<file path="config.mk">
export PLATFORM = sky130hd
export DESIGN_NAME = cl_frame_formatter
export DESIGN_NICKNAME = d
export VERILOG_FILES = /design/src/rtl/cl_fmt_pkg.sv /design/src/rtl/cl_line_crop.sv /design/src/rtl/cl_frame_formatter.sv
export SDC_FILE = /design/constraint.sdc
export NUM_CORES = 1
export LEC_CHECK = 0
export ABC_AREA = 0
export ABC_CLOCK_PERIOD_IN_PS = 7500
export CAP_MARGIN = 10
export CORE_UTILIZATION = 49
export DETAILED_ROUTE_END_ITERATION = 16
export GPL_ROUTABILITY_DRIVEN = 1
export GPL_TIMING_DRIVEN = 0
export PLACE_DENSITY = 0.74
export SLEW_MARGIN = 0
export SYNTH_ARGS = -nofsm -noshare
export SYNTH_HDL_FRONTEND = slang
export SYNTH_HIERARCHICAL = 1
export SYNTH_SLANG_ARGS = --single-unit
</file>
<file path="constraint.sdc">
create_clock -name clk_txg -period 7.5 [get_ports clk_txg]
set_clock_uncertainty 0.05 [all_clocks]
set_input_delay 1.5 -clock clk_txg [delete_from_list [all_inputs] [get_ports clk_txg]]
set_output_delay 1.5 -clock clk_txg [all_outputs]
set_load 0.005 [all_outputs]
</file>
<file path="src/rtl/cl_fmt_pkg.sv">
// cl_fmt_pkg: shared types and constants for the Camera Link frame formatter.
// Latency: n/a (declarations only).
// Backpressure: n/a.
package cl_fmt_pkg;

  localparam int CL_TAPS     = 8;
  localparam int CL_TAP_W    = 8;
  localparam int FRAME_CNT_W = 16;

  // Frame gating FSM: a frame is only emitted if the block was ARMED before its fval rise.
  typedef enum logic [1:0] {
    IDLE     = 2'd0,
    WAIT_LOW = 2'd1,
    ARMED    = 2'd2,
    FRAME    = 2'd3
  } fmt_state_t;

endpackage

</file>
<file path="src/rtl/cl_line_crop.sv">
// cl_line_crop: column counter, horizontal crop window and short-line detect for one line stream.
// Latency: combinational window/short outputs; the caller registers them (counter state is internal).
// Backpressure: none; one tap group per clock.
module cl_line_crop #(
  parameter int COL_W = 12
) (
  input  logic             clk,
  input  logic             rst_n,
  input  logic             line_in,
  input  logic [COL_W-1:0] win_start,
  input  logic [COL_W-1:0] win_len,
  output logic             win,
  output logic             short_line
);

  localparam logic [COL_W-1:0] COL_MAX = '1;

  logic             line_q;
  logic [COL_W-1:0] col_q;
  logic [COL_W-1:0] col_next_sat;
  logic [COL_W-1:0] col_cur;
  logic [COL_W:0]   win_end;

  // Column of the current cycle: 0 on the first lval cycle, then +1 saturating at COL_MAX.
  assign col_next_sat = (col_q == COL_MAX) ? COL_MAX : col_q + COL_W'(1);
  assign col_cur      = line_q ? col_next_sat : '0;

  // Window end is one bit wider so start + length never wraps.
  assign win_end = {1'b0, win_start} + {1'b0, win_len};

  assign win = line_in
            && ({1'b0, col_cur} >= {1'b0, win_start})
            && ({1'b0, col_cur} <  win_end);

  // At the lval fall col_next_sat is the number of columns seen (saturated).
  assign short_line = line_q && !line_in && (win_len != '0)
                   && ({1'b0, col_next_sat} < win_end);

  // Track line activity and the column of the previous cycle.
  always_ff @(posedge clk or negedge rst_n) begin
    if (!rst_n) begin
      line_q <= 1'b0;
      col_q  <= '0;
    end else begin
      line_q <= line_in;
      col_q  <= line_in ? col_cur : '0;
    end
  end

endmodule

</file>
<file path="src/rtl/cl_frame_formatter.sv">
// cl_frame_formatter: crops raw tap lines and emits only whole Camera Link frames (fval/lval/dval/taps).
// Latency: 2 clk_txg cycles for every output (input register stage, then output register stage).
// Backpressure: none, free-running stream; CL_FRAME_STAMP_EN puts frame_cnt on taps 0/1 of a frame's first dval.
module cl_frame_formatter
  import cl_fmt_pkg::*;
#(
  parameter int CHAN_W   = CL_TAP_W,
  parameter int NUM_CHAN = CL_TAPS,
  parameter int COL_W    = 12
) (
  input  logic                       clk_txg,
  input  logic                       rst_tx_n,
  input  logic                       enable,
  input  logic [COL_W-1:0]           reg_h_start,
  input  logic [COL_W-1:0]           reg_h_length,
  input  logic                       fval_in,
  input  logic                       lval_in,
  input  logic [NUM_CHAN*CHAN_W-1:0] chan_in,
  input  logic                       err_clear,
  output logic                       fval,
  output logic                       lval,
  output logic                       dval,
  output logic [NUM_CHAN*CHAN_W-1:0] chan_out,
  output logic [FRAME_CNT_W-1:0]     frame_cnt,
  output logic [COL_W-1:0]           line_cnt,
  output logic                       err_short_line
);

  localparam logic [COL_W-1:0] LINE_MAX = '1;

  logic                       enable_r;
  logic                       fval_r;
  logic                       lval_r;
  logic [COL_W-1:0]           start_r;
  logic [COL_W-1:0]           length_r;
  logic [NUM_CHAN*CHAN_W-1:0] chan_r;

  fmt_state_t                 state_q;
  fmt_state_t                 state_d;
  logic                       frame_load;
  logic                       frame_end;
  logic                       emit;

  logic [COL_W-1:0]           shadow_start;
  logic [COL_W-1:0]           shadow_len;
  logic [COL_W-1:0]           eff_start;
  logic [COL_W-1:0]           eff_len;

  logic                       win;
  logic                       short_line;
  logic [NUM_CHAN*CHAN_W-1:0] chan_sel;

  // Input register stage: everything enters through one flop so all paths share the same latency.
  always_ff @(posedge clk_txg or negedge rst_tx_n) begin
    if (!rst_tx_n) begin
      enable_r <= 1'b0;
      fval_r   <= 1'b0;
      lval_r   <= 1'b0;
      start_r  <= '0;
      length_r <= '0;
      chan_r   <= '0;
    end else begin
      enable_r <= enable;
      fval_r   <= fval_in;
      lval_r   <= lval_in;
      start_r  <= reg_h_start;
      length_r <= reg_h_length;
      chan_r   <= chan_in;
    end
  end

  // FSM state register.
  always_ff @(posedge clk_txg or negedge rst_tx_n) begin
    if (!rst_tx_n) begin
      state_q <= IDLE;
    end else begin
      state_q <= state_d;
    end
  end

  // Next state and frame gating. ARMED is only ever entered with fval_r low, so fval_r high there is the rise.
  always_comb begin
    state_d    = state_q;
    frame_load = 1'b0;
    frame_end  = 1'b0;
    emit       = 1'b0;
    case (state_q)
      IDLE: begin
        if (enable_r) state_d = WAIT_LOW;
      end
      WAIT_LOW: begin
        if (!fval_r) state_d = ARMED;
      end
      ARMED: begin
        if (fval_r) begin
          frame_load = 1'b1;
          emit       = 1'b1;
          state_d    = FRAME;
        end
      end
      FRAME: begin
        if (fval_r) begin
          emit = 1'b1;
        end else begin
          frame_end = 1'b1;
          state_d   = enable_r ? ARMED : IDLE;
        end
      end
      default: state_d = IDLE;
    endcase
  end

  // Shadow crop registers, captured once per frame at the fval rise.
  always_ff @(posedge clk_txg or negedge rst_tx_n) begin
    if (!rst_tx_n) begin
      shadow_start <= '0;
      shadow_len   <= '0;
    end else if (frame_load) begin
      shadow_start <= start_r;
      shadow_len   <= length_r;
    end
  end

  // The first frame cycle uses the values being captured so a line starting with fval is cropped correctly.
  assign eff_start = frame_load ? start_r  : shadow_start;
  assign eff_len   = frame_load ? length_r : shadow_len;

  // lval outside an emitted frame (including lval with fval low) never reaches the cropper.
  cl_line_crop #(
    .COL_W (COL_W)
  ) u_line_crop (
    .clk        (clk_txg),
    .rst_n      (rst_tx_n),
    .line_in    (lval_r & emit),
    .win_start  (eff_start),
    .win_len    (eff_len),
    .win        (win),
    .short_line (short_line)
  );

`ifdef CL_FRAME_STAMP_EN
  logic stamp_pending;
  logic stamp_now;

  assign stamp_now = win && (frame_load || stamp_pending);

  // Armed at every frame start, consumed by the first dval cycle of that frame.
  always_ff @(posedge clk_txg or negedge rst_tx_n) begin
    if (!rst_tx_n) begin
      stamp_pending <= 1'b0;
    end else if (frame_load || stamp_pending) begin
      stamp_pending <= !win;
    end
  end

  // Replace taps 0/1 with the frame counter on the stamped cycle only.
  always_comb begin
    chan_sel = chan_r;
    if (stamp_now) begin
      chan_sel[CHAN_W-1:0]        = CHAN_W'(frame_cnt[7:0]);
      chan_sel[2*CHAN_W-1:CHAN_W] = CHAN_W'(frame_cnt[15:8]);
    end
  end
`else
  assign chan_sel = chan_r;
`endif

  // Output register stage for the Camera Link signals; taps are forced to zero outside lval.
  always_ff @(posedge clk_txg or negedge rst_tx_n) begin
    if (!rst_tx_n) begin
      fval     <= 1'b0;
      lval     <= 1'b0;
      dval     <= 1'b0;
      chan_out <= '0;
    end else begin
      fval     <= emit;
      lval     <= win;
      dval     <= win;
      chan_out <= win ? chan_sel : '0;
    end
  end

  // Frame counter: bumps as the emitted fval falls, wrapping at 16 bits.
  always_ff @(posedge clk_txg or negedge rst_tx_n) begin
    if (!rst_tx_n) begin
      frame_cnt <= '0;
    end else if (frame_end) begin
      frame_cnt <= frame_cnt + FRAME_CNT_W'(1);
    end
  end

  // Line counter: cleared at frame start, counts output lval falls, saturates.
  always_ff @(posedge clk_txg or negedge rst_tx_n) begin
    if (!rst_tx_n) begin
      line_cnt <= '0;
    end else if (frame_load) begin
      line_cnt <= '0;
    end else if (lval && !win && (line_cnt != LINE_MAX)) begin
      line_cnt <= line_cnt + COL_W'(1);
    end
  end

  // Sticky short-line flag; a new error in the same cycle beats err_clear.
  always_ff @(posedge clk_txg or negedge rst_tx_n) begin
    if (!rst_tx_n) begin
      err_short_line <= 1'b0;
    end else if (short_line) begin
      err_short_line <= 1'b1;
    end else if (err_clear) begin
      err_short_line <= 1'b0;
    end
  end

endmodule

</file>
==> implementation parameters <==
Parameter                              Value

Routing
  Remaining number of nets flagged by the antenna check after routing ... 0
  Detail-routed via count per cell ... 5.04
  Number of detailed-routing iterations run before antenna repair ... 4
  Total wirelength of the detailed-routed design ... 19100 microns
  Average wire per cell in the routed design ... 16.2 microns
  Violation count after the first detailed-routing iteration ... 311
  Remaining routing DRC violations ... 0
  Via count ... 5941

Placed design
  Number of I/O port buffers ... 189
  Half-perimeter wire length of the detailed placement result ... 14000 microns
  Final weighted congestion in routability-driven placement ... 0.827
  Placed Instances ... 1137

Cells and area
  Synth-to-layout area growth ... 34.5%
  FILL cells ... 1242
  Ant diodes ... 0
  Finished Layout Cells ... 1179
  Layout cell share with drive strength beyond 1 ... 7.02%
  Number of nets in the layout ... 1078

CTS
  Number of clock sinks ... 225
  Clock tree from TritonCTS ... done
  Source-to-sink clock delay at the later pin of the worst-skew pair ... 0.52 ns
  H-tree depth ... 1
  Number of gates resized after CTS ... 0
  Number of buffers inserted during clock tree synthesis ... 24
  Worst-path clk slew ... 0.06 ns
  Hold buffer count at cts ... 0
  Maximum root-to-sink buffer count ... 3
  Clock root cell ... clkbuf_16
  Number of buffers inserted to repair setup after CTS ... 0

Critical path
  Setup Crit Path Kind ... flop to flop
  CP max FO ... 10
  Critical path's most frequent cell ... a21oi_1
  Master of the slowest instance on the critical path ... clkbuf_1
  Arrival time worst endpoint ... 6.48 ns
  CP Launch Type ... flop
  Worst stage delay on the critical path ... 0.48 ns
  Data required time at the worst endpoint ... 7.89 ns
  Critical Path Sink Type ... flop

Timing
  Slew Limit Headroom ... 57.9%
  Worst slew pin tran ... 0.629 ns
  Number of endpoints with negative hold slack in the final report ... 0
  RSZ-0062 raised after global routing ... no
  Max-slew violation total from the final report ... 0
  Final worst path period share ... 81.3%
  Total negative slack for setup checks ... 0 ns
  Number of endpoints failing setup at the final stage ... 0
  Maximum clock frequency ... 164 MHz
  Fin crit period ... 6.10 ns

Floorplanning
  Number of I/O pins ... 190
  Die footprint ... 0.0186 sq mm
  Placeable core area ... 0.0175 sq mm
  Height of the chip ... 136 microns
  Floorplan die width ... 136 microns
  Starting utilization of the core area ... 50.6%
  Placement row count ... 48

Synth
  Primary FF master, synth ... dfrtp_1
  Number of flops mapped to enable cells by yosys ... 0
  Synthesis warning total ... 6
  Number of storage elements in the synthesis netlist ... 225
  Post-synthesis average cell area ... 12.3 sq um
  Number of distinct standard cells referenced by the synthesized netlist ... 63
  Area of the mapped netlist ... 0.00884 sq mm
  Sequential-to-total area share from yosys stat ... 63.7%
  Synth Instances ... 721
  Net count after synthesis ... 861
  Post-synth ARST share ... 100%

Global routing
  Number of global-route vias before repair ... 6154
  Final global-route overflow total ... 0
  Largest net degree at the start of global routing ... 89
  Wire length of the first global-routing pass ... 31000 microns
  All-Layer GR Usage ... 21.8%
  Antenna violations before repair ... 0

Power
  Reported leakage power ... 0.00565 uW
  Largest vdd supply drop ... 0.000229 V
  Power density over the cells ... 271 mW/mm^2

Outcome
  Outcome ... finished clean

Job
  # Max-Cap Violations ... 0

Min path
  Type of the tightest min-delay check ... flop to flop
[per-layer routing]
metal / vias up / GRT usage (%) / share of wire (%)
li1: 2873 / - / -
met1: 2893 / 25.4 / 39
met2: 149 / 37.7 / 51
met3: 26 / 8.50 / 8.7
met4: 0 / 4.81 / 1.8
met5: - / 0 / 0
[worst max-delay path, delay by kind of cell, from the launching register on]
kind | cells | cell delay [ns]
buffers and inverters | 3 | 1.13
flip-flops | 1 | 0.35
AO/OA/AOI/OAI | 10 | 1.75
adder cells (fa/ha/maj) | 2 | 0.59
XOR/XNOR | 1 | 0.18
AND/OR/NAND/NOR | 9 | 1.93
[sequential cells by signal (all words and copies together), names as in the netlist]
name and count:
chan_out 64, u_line_crop/line_q 1, frame_cnt 16, length_r 12, lval_r 1, start_r 12
chan_r 64, err_short_line 1, u_line_crop/col_q 12, dval 1, fval_r 1, shadow_len 12
shadow_start 12, fval 1, enable_r 1, line_cnt 12, state_q 2
[per-stage QoR]
step	setup WS [ns]	hold slack (ns)	utilization [%]	cell area (sq um)	power, uW
after detailed placement	1.50	0.391	63.4	11100	2070
after CTS	1.39	0.397	68.0	11900	3260
after floorplan	2.51	0.384	-	8840	1820
final	1.40	0.397	68.0	11900	3220
after global placement	-4.14	0.385	63.0	11000	2050
after global routing	0.886	0.407	68.0	11900	3420
[power breakdown]
part	total (uW)	switching (uW)	internal [uW]
clock	1180	462	719
combinational	705	387	318
sequential	1340	39.4	1300
total	3220	888	2340
[path summary, 6_finish.rpt]
path	depth (start not counted)	slack [ns]	from	end
hold / removal	1	0.40	chan_r[40]	chan_out[40]
max in group asynchronous	2	5.74	rst_tx_n	start_r[3]
min in group asynchronous	1	0.87	rst_tx_n	chan_out[3]
setup reg to reg	25	1.40	state_q[1]	line_cnt[9]
setup / recovery	25	1.40	state_q[1]	line_cnt[9]
hold reg to reg	1	0.40	chan_r[40]	chan_out[40]
[cell families (layout without fill, tap and decap cells)]
| logic type | Yosys count | count (layout) | synth area share, % |
|---|---|---|---|
| flops | 225 | 225 | 63.7 |
| simple gates | 283 | 283 | 17.0 |
| fa+ha+maj | 48 | 48 | 6.85 |
| compound gates | 86 | 86 | 6.84 |
| buf+inv | 45 | 278 | 2.12 |
| mux | 5 | 5 | 0.651 |
| xor+xnor | 29 | 29 | 2.87 |
[layout by cell type (no fill, tap or decap), drive strengths merged, types with 4 or more instances in the layout]
master,n
a211oi,4
a21o,10
a21oi,27
a311oi,4
and2,75
and3,11
buf,6
clkbuf,48
clkdlybuf4s50,188
clkinv,6
dfrtp,225
ha,45
inv,28
nand2,102
nand2b,9
nand3,13
nand4,11
nor2,31
nor2b,6
nor4,4
o211ai,4
o21a,4
o21ai,12
o31ai,4
or3,4
xnor2,18
xor2,11
[cell usage after synthesis, types with 3 or more instances]
cell type  instances  share of area [%]
dfrtp_1          225                 64
nand2_1          102                4.3
and2_1            72                5.1
ha_1              45                6.4
nor2_1            31                1.3
a21oi_1           27                1.5
inv_1             27                1.1
xnor2_1           18                1.8
clkbuf_1          15               0.64
o21ai_0           12               0.68
and3_1            11               0.78
nand3_1           11               0.62
nand4_1           11               0.78
xor2_1            11                1.1
a21o_1            10               0.85
nand2b_1           8               0.57
nor2b_1            6               0.42
a311oi_1           4               0.40
o211ai_1           4               0.34
o21a_1             4               0.34
o31ai_1            4               0.34
a211oi_1           3               0.25
nand3b_1           3               0.25
nor4_1             3               0.21
or4_1              3               0.25
[layout make-up]
type	count	area, sq um	share of cell area, %
plain buffers	18	86.3	0.726
clock buffers	33	694	5.84
clock inverters	9	124	1.04
inverters	27	101	0.852
multi-input cells	451	3020	25.4
flip-flops and latches	225	5630	47.4
well taps	225	282	2.37
repair buffers	191	1950	16.4
Power figures use the tool's default switching activity.
